### src/rtl/mod_updown_counter.sv
// -----------------------------------------------------------------------------
// mod_updown_counter
//   Parametrised up/down counter with a runtime modulo limit (range 0..limit),
//   a synchronous load, and wrap or one-shot operation. It produces a
//   registered one-cycle terminal-count pulse (tc) and a sticky completion flag
//   (done) for one-shot runs.
//
//   Optional build macro: COUNTER_PRESCALE_EN
//     When defined, an internal PRESCALE_W-bit divider lets one step through
//     per (presc+1) enabled cycles. When undefined, every enabled, non-load
//     cycle is a step and presc is ignored.
//
// Ports
//   clk       in   clock, all state changes on the rising edge
//   rst       in   asynchronous reset, active high
//   en        in   count enable
//   load      in   synchronous load strobe (takes priority over stepping)
//   load_val  in   [WIDTH]       load value, clamped to limit
//   up        in   direction, 1 = increment, 0 = decrement
//   limit     in   [WIDTH]       modulo top of the count range
//   one_shot  in   0 = wrap at the boundary, 1 = stop and raise done
//   presc     in   [PRESCALE_W]  step divisor minus one (prescale build only)
//   count     out  [WIDTH]       current count, registered
//   tc        out  terminal-count pulse, registered, one cycle per event
//   done      out  sticky one-shot completion flag
// -----------------------------------------------------------------------------
module mod_updown_counter #(
  parameter int WIDTH      = 8,
  parameter int PRESCALE_W = 4
) (
  input  logic                  clk,
  input  logic                  rst,
  input  logic                  en,
  input  logic                  load,
  input  logic [WIDTH-1:0]      load_val,
  input  logic                  up,
  input  logic [WIDTH-1:0]      limit,
  input  logic                  one_shot,
  input  logic [PRESCALE_W-1:0] presc,
  output logic [WIDTH-1:0]      count,
  output logic                  tc,
  output logic                  done
);

  logic             step_qual;
  logic             at_boundary;
  logic [WIDTH-1:0] load_clamped;

`ifdef COUNTER_PRESCALE_EN
  logic [PRESCALE_W-1:0] div_q;

  // Equality compare (not >=) so a newly written presc is picked up at the
  // next time the divider reaches it.
  assign step_qual = (div_q == presc);

  always_ff @(posedge clk or posedge rst) begin
    if (rst) begin
      div_q <= '0;
    end else if (load) begin
      div_q <= '0;
    end else if (en) begin
      if (step_qual) begin
        div_q <= '0;
      end else begin
        div_q <= div_q + PRESCALE_W'(1);
      end
    end
  end
`else
  logic unused_presc;

  assign unused_presc = ^presc;
  assign step_qual    = 1'b1;
`endif

  // Up mode uses >= so that a limit lowered below the current count still
  // produces a boundary event on the next up step.
  assign at_boundary  = up ? (count >= limit) : (count == '0);
  assign load_clamped = (load_val > limit) ? limit : load_val;

  always_ff @(posedge clk or posedge rst) begin
    if (rst) begin
      count <= '0;
      tc    <= 1'b0;
      done  <= 1'b0;
    end else if (load) begin
      count <= load_clamped;
      tc    <= 1'b0;
      done  <= 1'b0;
    end else if (en && step_qual) begin
      if (done) begin
        // Completed one-shot stays frozen even if one_shot is dropped.
        tc <= 1'b0;
      end else if (!at_boundary) begin
        count <= up ? (count + WIDTH'(1)) : (count - WIDTH'(1));
        tc    <= 1'b0;
      end else if (one_shot) begin
        done <= 1'b1;
        tc   <= 1'b1;
      end else begin
        count <= up ? '0 : limit;
        tc    <= 1'b1;
      end
    end else begin
      tc <= 1'b0;
    end
  end

endmodule

### config.mk
export PLATFORM = sky130hd
export DESIGN_NAME = mod_updown_counter
export DESIGN_NICKNAME = d
export VERILOG_FILES = /design/src/rtl/mod_updown_counter.sv
export SDC_FILE = /design/constraint.sdc
export NUM_CORES = 1
export LEC_CHECK = 0
export ABC_AREA = 1
export CORE_ASPECT_RATIO = 1.5
export CORE_MARGIN = 2
export CORE_UTILIZATION = 40
export DETAILED_ROUTE_END_ITERATION = 8
export GPL_TIMING_DRIVEN = 0
export PLACE_DENSITY = 0.66
export SKIP_CTS_REPAIR_TIMING = 1
export SYNTH_ARGS = -nofsm -noshare
export SYNTH_HDL_FRONTEND = slang
export SYNTH_SLANG_ARGS = --single-unit
### constraint.sdc
create_clock -name clk -period 3.8 [get_ports clk]
set_input_delay 0.38 -clock clk [delete_from_list [all_inputs] [get_ports clk]]
set_output_delay 0.38 -clock clk [all_outputs]
set_load 0.02 [all_outputs]
==> key figures <==
Floorplanning
  – I/O pins: 36
  – Row count: 27
  – Core area: 0.00372 sq mm
  – Total die area: 0.00443 sq mm
  – Initial Utilization: 42.0%
  – Die Ht: 80.5 um
  – Die span in x: 55.0 um

Critical path
  – Critical path's slowest cell: clkdlybuf4s50_1
  – Worst stage delay on the critical path: 500 ps
  – Required time of the critical path: 3930 ps
  – CP Class: in -> reg
  – Critical R2R Launch: count[0]
  – Flop2flop setup slack: 1920 ps
  – CP Capture Type: flop
  – Top cell family by delay on the critical path: buffers and inverters
  – Cell mode on critical path: nand2_1
  – Critical path fanouts, max: 16
  – Critical Path AT: 2310 ps
  – Critical path startpoint category: input pin
  – CP cell instances: clkdlybuf4s50_1, inv_2, clkbuf_8, ha_1, a21oi_1, nand3_1, nand2_1, nand2_1, inv_1, nand2_1, nand3_1, nand2_1, nand2_1, nand2_1
  – CP bufs+invs: 4
  – Critical path origin: up

STA
  – Part of the cycle the worst path needs: 57.4%
  – Final hold violations: 0
  – Unrepaired setup endpoints after global routing: no
  – Setup TNS: 0 ps
  – Worst-margin pin slew: 423 ps
  – Final Max Tran Viols: 0
  – Final min period: 2180 ps
  – Skew final: 1.14 ps
  – Hold Slack: 432 ps
  – Final setup fails: 0
  – Max Clk Rate: 0.458 GHz
  – Slew margin rel.: 71.8%

Clock tree
  – Max Buffers Root-to-Sink: 2
  – CTS Root Cell: clkbuf_8
  – H-tree Lvls: 1
  – Latest clock arrival within the worst-skew pair: 240 ps
  – Worst-path clk slew: 50 ps
  – CTS tree: yes
  – Clock Sinks: 10
  – Cts bufs inserted: 3

Synthesis
  – Area of the mapped netlist: 0.00156 sq mm
  – Flops & latches, synth: 10
  – Synth Instances: 241
  – Synth Area in Adders: 18.9%
  – Sequential share of the synthesized area: 16.0%
  – Average cell area after synthesis: 6.48 sq um
  – Synth Area in XOR/XNOR: 2.24%
  – Synth Area in Simple Gates: 42.3%
  – Main combinational cell family by area after synthesis: simple AND/OR/NAND/NOR gates
  – Synth Area in Compound Gates: 9.70%
  – Syn. warnings: 0
  – Multiplexer area fraction after synthesis: 0%
  – Synth cell types: 30
  – Syn nets: 290

Final layout
  – # diodes: 0
  – Final std cells w/o fill: 318
  – # nets final: 326
  – Area grow syn2layout: 26.0%
  – Most frequent cells in the layout: nand2_1 (80), clkdlybuf4s50_1 (31), inv_1 (28)
  – Post-Layout Inst Area: 0.00197 sq mm
  – FILL cells: 401
  – Layout cells sized above 1: 12.0%
  – Most common cell after layout, fill and taps aside: nand2_1
  – Post-layout util: 52.9%

Placement
  – Placed cells: 315
  – Port Buf Inserts: 31
  – DP Area: 0.00193 sq mm
  – Routability cong.: 0.815
  – Post-DP HPWL: 3290 um

Global route
  – First-pass GRT wire length: 6910 um
  – Via count of the first global-routing pass: 1568
  – Largest net degree at the start of global routing: 17
  – Total grt overflow: 0
  – GRT Total Usage: 21.2%
  – Initial antenna violation count: 0

Pwr
  – Leak: 1.04 nW
  – VDD IR max: 172 uV
  – PwrDens: 406 mW/mm^2

Route
  – TritonRoute pass-1 iters: 4
  – Via count: 1581
  – DR DRC count: 0
  – Post-route ant nets: 0
  – Detailed Route Iter0 Violations: 41
  – Avg WL per Cell: 12.2 um
  – Final wirelength: 3890 um
  – Avg Vias per Cell: 4.97

Outcome
  – Outcome: finished, final reports clean

Worst hold path
  – Min-delay worst type: in -> async

Flow run
  – Total of max-cap violations: 0
flip-flops by register name, summed over array words and instances, names as in the netlist:
name   cells
done       1
tc         1
count      8
layer usage:
metal  GRT usage, %  wire (um)  up-vias
met5              0          0        -
li1               -          -      842
met1           26.1       1640      709
met4           8.05         78        0
met3           1.12         59        5
met2           36.9       2110       25
path summary, 6_finish.rpt:
kind,endpoint,depth (start not counted)
hold reg to reg,tc,1
hold / removal,tc,2
max in group asynchronous,count[0],2
min in group clk,tc,1
setup reg to reg,count[4],15
setup / recovery,count[6],14
final cells by class:
class                           instances  area, sq um  area share, %
Inverter                               32          125           6.36
Timing Repair Buffer                   31          310           15.8
Multi-Input combinational cell        195         1140           58.1
Tap cell                               43         53.8           2.74
Clock buffer                            3         41.3           2.10
Sequential cell                        10          250           12.7
Buffer                                  4         43.8           2.23
power by group:
group	total [mW]	internal, mW	switching, mW
Clock	0.113	0.0696	0.0435
Combinational	0.507	0.219	0.288
Sequential	0.178	0.132	0.0457
Total	0.798	0.420	0.377
cell usage after synthesis, drive strengths merged:
master | number | area [sq um]
clkbuf | 2 | 21.3
fa | 1 | 20.0
xor2 | 2 | 17.5
ha | 22 | 275
nand2 | 84 | 335
a21o | 2 | 15.0
a21oi | 16 | 98.8
clkinv | 1 | 3.75
nor2 | 31 | 136
buf | 2 | 22.5
nor4 | 1 | 6.26
nand3 | 26 | 158
o21ai | 4 | 31.3
a31oi | 1 | 6.26
nand4 | 3 | 25.0
dfrtp | 10 | 250
xnor2 | 2 | 17.5
inv | 31 | 121
per-stage QoR:
step | setup slack [ps] | power [mW]
3_3_place_gp | 1370 | 0.679
6_report | 1620 | 0.798
2_1_floorplan | 2040 | 0.528
3_5_place_dp | 1360 | 0.686
4_1_cts | 1600 | 0.802
5_1_grt | 1430 | 0.891
logic make-up (layout without fill, tap and decap cells):
family	after synthesis	in the layout
adders and majority gates	23	23
buffers and inverters	36	70
xor gates and xnor gates	4	4
and+or+nand+nor	145	145
AOI/OAI and AO/OA	23	23
DFF	10	10
worst reg2reg max path: cells and delay by family (launching register included):
kind / cells / cell delay (ps)
AND/OR/NAND/NOR: 10 / 800
flip-flops: 1 / 450
adder cells (fa/ha/maj): 1 / 280
buffers and inverters: 3 / 200
AO/OA/AOI/OAI: 1 / 40
No activity file was read; power rests on OpenSTA's default activity.
